===== src/rtl/qed_pkg.sv =====
// rtl/qed_pkg.sv - shared types and constants for the QED commit tracker
package qed_pkg;

    localparam int QED_CNT_W_DEFAULT = 8;

    typedef enum logic [1:0] {
        QED_IDLE  = 2'd0,
        QED_PULSE = 2'd1,
        QED_TRACK = 2'd2
    } qed_state_e;

endpackage


===== src/rtl/qed_commit_tracker_if.sv =====
// rtl/qed_commit_tracker_if.sv - issue/retire observation and commit status bundle
interface qed_commit_tracker_if #(
    parameter int CNT_W = qed_pkg::QED_CNT_W_DEFAULT
);
    logic             instr_valid;
    logic             instr_is_dup;
    logic             retire_valid;
    logic             retire_is_dup;
    logic             sif_req;
    logic             sif_commit;
    logic             sif_commit_pulsed;
    logic             qed_check_valid;
    logic [CNT_W-1:0] qed_num_orig;
    logic [CNT_W-1:0] qed_num_dup;
    logic             qed_err;

    modport master (
        output instr_valid, instr_is_dup, retire_valid, retire_is_dup, sif_req,
        input  sif_commit, sif_commit_pulsed, qed_check_valid,
               qed_num_orig, qed_num_dup, qed_err
    );

    modport slave (
        input  instr_valid, instr_is_dup, retire_valid, retire_is_dup, sif_req,
        output sif_commit, sif_commit_pulsed, qed_check_valid,
               qed_num_orig, qed_num_dup, qed_err
    );
endinterface


===== src/rtl/qed_sat_counter.sv =====
// rtl/qed_sat_counter.sv - up/down counter that clamps at both ends and flags it
module qed_sat_counter #(
    parameter int W = 8
) (
    input  logic         clk,
    input  logic         rst_n,
    input  logic         clr,
    input  logic         inc,
    input  logic         dec,
    output logic [W-1:0] count,
    output logic         sat,
    output logic         unf
);
    localparam logic [W-1:0] MAX = '1;

    logic up;
    logic down;

    assign up   = inc & ~dec;
    assign down = dec & ~inc;

    // sat fires in the same cycle the count lands on (or pushes against) MAX
    assign sat = ~clr & up & (count >= MAX - W'(1));
    assign unf = ~clr & down & (count == '0);

    always_ff @(posedge clk or negedge rst_n) begin
        if (!rst_n) begin
            count <= '0;
        end else if (clr) begin
            count <= '0;
        end else if (up && count != MAX) begin
            count <= count + W'(1);
        end else if (down && count != '0) begin
            count <= count - W'(1);
        end
    end
endmodule


===== src/rtl/qed_commit_tracker.sv =====
// rtl/qed_commit_tracker.sv - SQED commit point and retirement balance tracker; option QED_INFLIGHT_CHECK_EN
module qed_commit_tracker
    import qed_pkg::*;
#(
    parameter int CNT_W = QED_CNT_W_DEFAULT
) (
    input  logic                 clk,
    input  logic                 rst_n,
    qed_commit_tracker_if.slave  bus
);
`ifdef QED_INFLIGHT_CHECK_EN
    localparam bit INFLIGHT_CHK = 1'b1;
`else
    localparam bit INFLIGHT_CHK = 1'b0;
`endif

    qed_state_e       state_q;
    qed_state_e       state_d;
    logic             track_en;
    logic [CNT_W-1:0] orig_cnt;
    logic [CNT_W-1:0] dup_cnt;
    logic [CNT_W-1:0] inflight_cnt;
    logic             orig_sat, orig_unf;
    logic             dup_sat, dup_unf;
    logic             inf_sat, inf_unf;
    logic             err_q;
    logic             inflight_ok;

    // Orig/dup counts only run from the pulse cycle onward; IDLE pins them to zero
    assign track_en = (state_q != QED_IDLE);

    qed_sat_counter #(.W(CNT_W)) u_orig (
        .clk(clk), .rst_n(rst_n), .clr(~track_en),
        .inc(bus.retire_valid & ~bus.retire_is_dup), .dec(1'b0),
        .count(orig_cnt), .sat(orig_sat), .unf(orig_unf)
    );

    qed_sat_counter #(.W(CNT_W)) u_dup (
        .clk(clk), .rst_n(rst_n), .clr(~track_en),
        .inc(bus.retire_valid & bus.retire_is_dup), .dec(1'b0),
        .count(dup_cnt), .sat(dup_sat), .unf(dup_unf)
    );

    qed_sat_counter #(.W(CNT_W)) u_inflight (
        .clk(clk), .rst_n(rst_n), .clr(1'b0),
        .inc(bus.instr_valid), .dec(bus.retire_valid),
        .count(inflight_cnt), .sat(inf_sat), .unf(inf_unf)
    );

    always_ff @(posedge clk or negedge rst_n) begin
        if (!rst_n) begin
            state_q <= QED_IDLE;
        end else begin
            state_q <= state_d;
        end
    end

    always_comb begin
        state_d = state_q;
        case (state_q)
            QED_IDLE:  if (bus.sif_req && inflight_cnt == '0 && !bus.instr_valid)
                           state_d = QED_PULSE;
            QED_PULSE: state_d = QED_TRACK;
            QED_TRACK: state_d = QED_TRACK;
            default:   state_d = QED_IDLE;
        endcase
    end

    always_comb begin
        bus.sif_commit_pulsed = 1'b0;
        bus.sif_commit        = 1'b0;
        case (state_q)
            QED_PULSE: bus.sif_commit_pulsed = 1'b1;
            QED_TRACK: bus.sif_commit        = 1'b1;
            default:   ;
        endcase
    end

    // orig/dup underflow cannot occur (never decremented) but is kept in the error sum
    always_ff @(posedge clk or negedge rst_n) begin
        if (!rst_n) begin
            err_q <= 1'b0;
        end else begin
            err_q <= err_q | orig_sat | dup_sat | inf_sat | orig_unf | dup_unf
                   | (INFLIGHT_CHK & inf_unf);
        end
    end

    assign inflight_ok = ~INFLIGHT_CHK | (inflight_cnt == '0);

    assign bus.qed_num_orig    = orig_cnt;
    assign bus.qed_num_dup     = dup_cnt;
    assign bus.qed_err         = err_q;
    assign bus.qed_check_valid = bus.sif_commit && (orig_cnt == dup_cnt)
                               && (orig_cnt != '0) && !err_q && inflight_ok;
endmodule


===== src/flat_wrapper.sv =====
// flat-port wrapper written by rule: the top's interface ports become plain ports
module qed_commit_tracker_flat import qed_pkg::*;
#(
    parameter int CNT_W = QED_CNT_W_DEFAULT
)
  (clk, rst_n, bus_instr_valid, bus_instr_is_dup, bus_retire_valid, bus_retire_is_dup, bus_sif_req, bus_sif_commit, bus_sif_commit_pulsed, bus_qed_check_valid, bus_qed_num_orig, bus_qed_num_dup, bus_qed_err);
  qed_commit_tracker_if #(.CNT_W(CNT_W)) bus_i ();
  input  logic clk;
  input  logic rst_n;
  input wire logic [$bits(bus_i.instr_valid)-1:0] bus_instr_valid;
  input wire logic [$bits(bus_i.instr_is_dup)-1:0] bus_instr_is_dup;
  input wire logic [$bits(bus_i.retire_valid)-1:0] bus_retire_valid;
  input wire logic [$bits(bus_i.retire_is_dup)-1:0] bus_retire_is_dup;
  input wire logic [$bits(bus_i.sif_req)-1:0] bus_sif_req;
  output wire logic [$bits(bus_i.sif_commit)-1:0] bus_sif_commit;
  output wire logic [$bits(bus_i.sif_commit_pulsed)-1:0] bus_sif_commit_pulsed;
  output wire logic [$bits(bus_i.qed_check_valid)-1:0] bus_qed_check_valid;
  output wire logic [$bits(bus_i.qed_num_orig)-1:0] bus_qed_num_orig;
  output wire logic [$bits(bus_i.qed_num_dup)-1:0] bus_qed_num_dup;
  output wire logic [$bits(bus_i.qed_err)-1:0] bus_qed_err;
  assign bus_i.instr_valid = bus_instr_valid;
  assign bus_i.instr_is_dup = bus_instr_is_dup;
  assign bus_i.retire_valid = bus_retire_valid;
  assign bus_i.retire_is_dup = bus_retire_is_dup;
  assign bus_i.sif_req = bus_sif_req;
  assign bus_sif_commit = bus_i.sif_commit;
  assign bus_sif_commit_pulsed = bus_i.sif_commit_pulsed;
  assign bus_qed_check_valid = bus_i.qed_check_valid;
  assign bus_qed_num_orig = bus_i.qed_num_orig;
  assign bus_qed_num_dup = bus_i.qed_num_dup;
  assign bus_qed_err = bus_i.qed_err;
  qed_commit_tracker #(.CNT_W(CNT_W)) u_core (.clk(clk), .rst_n(rst_n), .bus(bus_i));
endmodule

===== config.mk =====
export PLATFORM = sky130hd
export DESIGN_NAME = qed_commit_tracker_flat
export DESIGN_NICKNAME = d
export VERILOG_FILES = /design/src/rtl/qed_pkg.sv /design/src/rtl/qed_commit_tracker_if.sv /design/src/rtl/qed_sat_counter.sv /design/src/rtl/qed_commit_tracker.sv /design/src/flat_wrapper.sv
export SDC_FILE = /design/constraint.sdc
export NUM_CORES = 1
export LEC_CHECK = 0
export ABC_CLOCK_PERIOD_IN_PS = 2920
export BUFFER_PORTS_ARGS = -buffer_cell sky130_fd_sc_hd__buf_4
export CAP_MARGIN = 10
export CORE_MARGIN = 2
export CORE_UTILIZATION = 55
export CTS_CLUSTER_SIZE = 25
export DETAILED_ROUTE_END_ITERATION = 8
export PLACE_DENSITY = 0.79
export SYNTH_ARGS = -nofsm -noshare
export SYNTH_HDL_FRONTEND = slang
export SYNTH_SLANG_ARGS = --single-unit

===== constraint.sdc =====
create_clock -name clk -period 2.92 [get_ports clk]
set_clock_uncertainty 0.2 [all_clocks]
set_input_delay 0.584 -clock clk [delete_from_list [all_inputs] [get_ports clk]]
set_output_delay 0.584 -clock clk [all_outputs]
set_load 0.02 [all_outputs]

# Word level (Yosys, flattened, before mapping)
# Index checks and enable logic that the tools add are counted.
word_totals:
  register_bits: 27
  inputBits: 7
  out_inout_bits: 20
  word_cells: 64
op_classes:
  n_addsub: 4
  magnitude_cmp: 3
  eq_ne: 9
  mux: 10
  bitwise_logic: 15
  reduce_logical: 18
op_table:
  columns: ["cell", "n"]
  rows:
  - ["two-way mux 8 bit", 6]
  - ["adder 8 x 1 -> 8 bit, second input constant", 3]
  - [">= comparator 8 bit, second input constant", 3]
  - ["!= test 8 bit, second input constant", 3]
  - ["nonzero test 8 bit", 2]
  - ["bitwise AND 1 bit", 9]
  - ["logical AND 1 bit", 9]
  - ["== test 8 bit", 1]
  - ["logical NOT 8 bit", 1]
  - ["subtractor 8 x 1 -> 8 bit, second input constant", 1]
  - ["!= test 2 bit, second input constant", 2]
  - ["one-hot mux 2 bit (2 select lines)", 1]
  - ["nonzero test 2 bit", 2]
  - ["NOT 1 bit", 3]
  - ["OR 1 bit", 3]
  - ["== test 2 x 1 -> 1 bit, second input constant", 1]
  - ["== test 2 bit, second input constant", 1]
  - ["logical NOT 1 bit", 2]
  - ["logical NOT 2 bit", 1]
  - ["two-way mux 1 bit", 2]
  - ["two-way mux 2 bit", 1]
  - ["!= test 2 x 1 -> 1 bit, second input constant", 1]
  - ["OR reduction 2 bit", 1]

# Depth between registers and ports, before layout
depth:
  ltp_word: 7
  depth_mapped: 9
  mapped_depth_nobuf: 8

# Hierarchy
# Synthesis repeated with hierarchy kept, for this count alone.
hier_totals:
  hier_cells: 271
  area_unflattened_um2: 2418.6
by_module_without_submodules:
  columns: ["mod", "instances", "cells_per_inst", "area_each_um2", "seq_area_each_um2"]
  rows:
  - ["qed_sat_counter at u_core.u_inflight ...", 2, 78, 693.2, 200.2]
  - ["qed_sat_counter at u_core.u_dup", 1, 78, 698.2, 200.2]
  - ["qed_commit_tracker", 1, 37, 334.1, 75.1]

# Worst setup path before layout
# OpenSTA, ideal clock, no wires.
synth_timing:
  kind: "input to register"
  start: "in bus_retire_valid"
  end: "reg u_core.u_inflight.count[7]"
  setup_ps: 71
  arrival_time_ps: 2209
  required_ps: 2649
  path_slack_ps: 440
  stages: 8
  path_buffers: 1
  cell_sequence: "nand2b_1 -> a31o_1 -> buf_6 -> ha_1 -> a21oi_1 -> a211oi_1 -> or4_1 -> nand4_1"
synth_via:
  elab_chain_len: 4
  elab_cells_between_ends: 7
  cone_classes: "mux (1); bitwise (3); reduce/logical (3)"
synth_rtl:
  columns: ["item", "line", "text"]
  rows:
  - ["from (decl)", "flat_wrapper.sv:12", "input wire logic [$bits(bus_i.retire_valid)-1:0] bus_retire_valid;"]
  - ["NOT 1 bit", "qed_sat_counter.sv:19", "assign up = inc & ~dec;"]
  - ["bitwise AND 1 bit", "qed_sat_counter.sv:19", null]
  - ["logical AND 1 bit", "qed_sat_counter.sv:31", "end else if (up && count != MAX) begin"]
  - ["two-way mux 8 bit / nonzero test 2 bit (equally long branches)", null, null]
  - ["to (signal assigned)", "qed_sat_counter.sv:32", "count <= count + W'(1);"]
  - ["to (signal assigned)", "qed_sat_counter.sv:34", "count <= count - W'(1);"]
  - ["to (decl)", "qed_sat_counter.sv:10", "output logic [W-1:0] count,"]
# Several ways; a longest one is shown, not always the timed one.
# A chain may end at the register's enable or synchronous reset.

# Worst setup path after layout
layout_timing:
  start: "reg u_core.u_inflight.count[5]"
  end: "reg u_core.u_inflight.count[6]"
layout_via:
  elab_chain_len: 3
  elab_cells_between_ends: 9
  cone_classes: "add/sub (2); eq/ne (1); mux (2); reduce/logical (4)"
layout_rtl:
  columns: ["item", "line", "text"]
  rows:
  - ["subtractor 8 x 1 -> 8 bit (tied with other cells)", "qed_sat_counter.sv:34", null]
  - ["two-way mux 8 bit (tied with other cells)", "qed_sat_counter.sv:33", "end else if (down && count != '0) begin"]
  - ["two-way mux 8 bit / nonzero test 2 bit (equally long branches)", null, null]
# Several ways; a longest one is shown, not always the timed one. The select of a mux whose other input is x is not followed.

==> flow_metrics.env <==
export IMPL_ys_flop_type="dfrtp_1"
export IMPL_synth_seq_cells=27
export IMPL_hold_violations=0
export IMPL_synth_top_family_by_area="simple AND/OR/NAND/NOR gates"
export IMPL_areaGrowthSynthToFinish_pct=13.09
export IMPL_tns_ns=0
export IMPL_yosys_area_share_xor_xnor_pct=9.387
export IMPL_cp_arrival_ns=2.68
export IMPL_pwr_share_clk_pct=8.8
export IMPL_ant_nets=0
export IMPL_clock_sinks=27
export IMPL_synth_edff_count=0
export IMPL_first_iter_violations=143
export IMPL_ctsHtreeMaxLevel=1
export IMPL_via_per_inst=5.961
export IMPL_grt_pass1_vias=1620
export IMPL_ys_seq_area_share_pct=34.48
export IMPL_cts_buffers=3
export IMPL_critPathSlowestCell="dfrtp_1"
export IMPL_status="finished, final reports clean"
export IMPL_post_drt_wl_per_cell_um=14.89
export IMPL_crit_path_end_kind="flip-flop"
export IMPL_slowest_delay_ns=0.44
export IMPL_syn_nets=235
export IMPL_p_leak_nw=0.9896
export IMPL_slew_headroom_pct=72.23
export IMPL_tightest_slew_ns=0.4128
export IMPL_grt_pass1_wl_um=7583
export IMPL_avgSynthCellArea_um2=9.242
export IMPL_synth_compound_area_share_pct=17.31
export IMPL_yosysWarnings=0
export IMPL_synthAdderAreaFrac_pct=10.60
export IMPL_port_buffers=25
export IMPL_dpl_hpwl_um=3125
export IMPL_dieWidth_um=63.69
export IMPL_muxShareOfSynthArea_pct=2.363
export IMPL_pwr_share_comb_pct=52.6
export IMPL_n_antenna_cell=0
export IMPL_wirelength_um=4215
export IMPL_synthArstFlopShare_pct=100.0
export IMPL_p_per_area_mw_per_mm2=890.2
export IMPL_grt_remaining_overflow=0
export IMPL_rsz0062_at_grt="false"
export IMPL_netlist_area_mm2=0.001959
export IMPL_critPathMaxFanout=13
export IMPL_clock_fmax_ghz=0.3817
export IMPL_cts_tree="yes"
export IMPL_nets=261
export IMPL_clk_latency_ns=0.33
export IMPL_setup_violations=0
export IMPL_cts_buffer_depth=2
export IMPL_swShare_pct=46.76
export IMPL_root_buffer="clkbuf_4"
export IMPL_clk_pin_slew_ns=0.15
export IMPL_p_switching_mw=0.9225
export IMPL_io_pins=27
export IMPL_gp_congestion=0.8653
export IMPL_syn_inst=212
export IMPL_core_area_mm2=0.003390
export IMPL_crit_type="flip-flop to flip-flop"
export IMPL_grt_max_degree=28
export IMPL_drive_above_1_share_pct=16.88
export IMPL_p_int_mw=1.050
export IMPL_required_ns=2.98
export IMPL_die_area_mm2=0.004056
export IMPL_drc=0
export IMPL_max_cap_violations=0
export IMPL_min_period_over_period_pct=89.71
export IMPL_vdd_drop_max_mv=0.4739
export IMPL_final_core_util_pct=65.37
export IMPL_grt_usage_pct=23.20
export IMPL_postCtsSetupBuffers=0
export IMPL_multi_input_area_mm2=0.001184
export IMPL_fillCellCount=288
export IMPL_start_util_pct=57.81
export IMPL_yosys_area_share_simple_pct=20.75
export IMPL_dr_pass1_iters=4
export IMPL_min_path_type="flip-flop to flip-flop"
export IMPL_rows=21
export IMPL_crit_chain="and4_1 > a31o_2 > inv_1 > fa_1 > nand2b_1 > a2111oi_0 > a311oi_1 > o21ai_0"
export IMPL_final_max_slew_violation_count=0
export IMPL_antenna_found_initial=0
export IMPL_power_frac_seq_pct=38.6
export IMPL_regArea_um2=675.6
export IMPL_via_count=1687
export IMPL_fp_dieH_um=63.69
export IMPL_finalWorstPathRequiredPeriod_ns=2.620
export IMPL_yosysUniqueCellTypes=52
export IMPL_worstSetupStartpointType="flip-flop"
[registers in the layout, summed over array words and instances, names as in the netlist]
| signal | count |
|---|---|
| u_core.u_dup.count | 8 |
| u_core.u_orig.count | 8 |
| u_core.bus.qed_err | 1 |
| u_core.state_q | 2 |
| u_core.u_inflight.count | 8 |
[per-layer routing]
metal | track usage, % | wire length [um]
met5 | 0 | 0
met4 | 7.337 | 55
met2 | 38.42 | 2045
met3 | 2.679 | 123
met1 | 31.63 | 1990
[worst max-delay path, delay by kind of cell (launching register included)]
| kind | cells | cell delay, ns |
|---|---|---|
| AOI/OAI and AO/OA | 4 | 0.97 |
| adders and majority gates | 1 | 0.40 |
| buffers and inverters | 1 | 0.10 |
| DFF | 1 | 0.44 |
| and+or+nand+nor | 2 | 0.45 |
[cells in the final DEF (no fill, tap or decap), types with 2 or more instances in the layout]
master,n
nand3_1,11
mux2i_1,2
and3_1,5
buf_4,28
o2111ai_1,2
nor4b_1,2
clkbuf_4,3
a31oi_1,2
nand2b_1,4
nor2_1,20
nand4_1,4
nor4_1,4
xor2_1,6
inv_1,14
a21oi_1,8
a311oi_1,2
o211ai_1,3
or4_1,2
or3_1,3
a21o_1,2
dfrtp_1,27
o21ai_0,9
ha_1,15
o31ai_1,3
nand2_1,11
a211oi_1,4
xnor2_1,15
[logic make-up (layout without fill, tap and decap cells)]
group,Yosys count,count (layout)
buf+inv,22,47
flops,27,27
mux,4,4
compound gates,46,46
fa+ha+maj,16,16
xor+xnor,21,21
simple gates,76,76
[power groups by stage]
stage	clock network [mW]	logic [mW]	registers, mW
finish	0.173	1.04	0.762
global route	0.196	1.17	0.790
CTS	0.175	1.04	0.758
detailed placement	0	1.04	0.768
global placement	0	1.01	0.766
floorplan	0	0.712	0.774
[stage by stage]
stage	power [mW]	setup slack (ns)	cell area (um2)	hold WS, ns	std cells
after floorplan	1.486	0.4403	1959	0.08841	212
after global placement	1.780	0.1190	2180	0.3111	278
after detailed placement	1.805	0.09177	2180	0.3179	278
after CTS	1.977	0.1932	2216	0.3504	283
after global routing	2.159	0.1405	2216	0.3409	283
final	1.973	0.3005	2216	0.3473	283
[cell type report]
type	count	share of cell area [%]
multi-input combinational	163	53.42
sequential	27	30.49
clock buffer	4	1.186
inverter	14	2.372
timing repair buffer	29	9.938
tap	46	2.597
[what timing repair did]
action | in CTS | in global routing
hold buffers | 1 | 0
gates resized for setup | 0 | 1
endpoints found under the setup margin | 0 | 1
endpoints found under the hold margin | 27 | 0
[worst paths after layout]
| check | startpoint | endpoint | slack (ns) | cells past startpoint |
|---|---|---|---|---|
| setup reg to reg | u_core.u_inflight.count[5]$_DFFE_PN0P_ | u_core.u_inflight.count[6]$_DFFE_PN0P_ | 0.30 | 8 |
| setup / recovery | u_core.u_inflight.count[5]$_DFFE_PN0P_ | u_core.u_inflight.count[6]$_DFFE_PN0P_ | 0.30 | 8 |
| hold / removal | u_core.state_q[0]$_DFFE_PN0P_ | u_core.state_q[0]$_DFFE_PN0P_ | 0.35 | 1 |
| max in group asynchronous | rst_n | u_core.u_inflight.count[2]$_DFFE_PN0P_ | 1.78 | 2 |
| min in group asynchronous | rst_n | u_core.u_dup.count[6]$_DFFE_PN0P_ | 0.48 | 2 |
| hold reg to reg | u_core.state_q[0]$_DFFE_PN0P_ | u_core.state_q[0]$_DFFE_PN0P_ | 0.35 | 1 |
[synth_stat cells, drive strengths merged, types with 2 or more instances]
cell type | instances | area share (%)
a21o | 3 | 1.2
a21oi | 8 | 2.0
clkbuf | 4 | 0.77
nand4 | 4 | 1.3
nand2 | 11 | 2.1
mux2 | 2 | 1.3
or3 | 3 | 0.96
o211ai | 3 | 1.1
nor4b | 2 | 0.89
dfrtp | 27 | 34
o21ai | 10 | 2.7
and2 | 2 | 0.77
inv | 14 | 2.7
a311oi | 2 | 0.89
a2111oi | 2 | 1.9
buf | 4 | 1.7
nor2 | 20 | 3.8
ha | 15 | 9.6
and3 | 5 | 1.6
nand3 | 11 | 2.8
xnor2 | 15 | 6.7
xor2 | 6 | 2.7
a31oi | 2 | 0.64
nor4 | 4 | 1.3
mux2i | 2 | 1.0
or4 | 2 | 0.77
o2111ai | 2 | 0.89
a211oi | 4 | 1.5
o31ai | 3 | 1.1
nand2b | 5 | 1.7
Power figures use the tool's default switching activity.
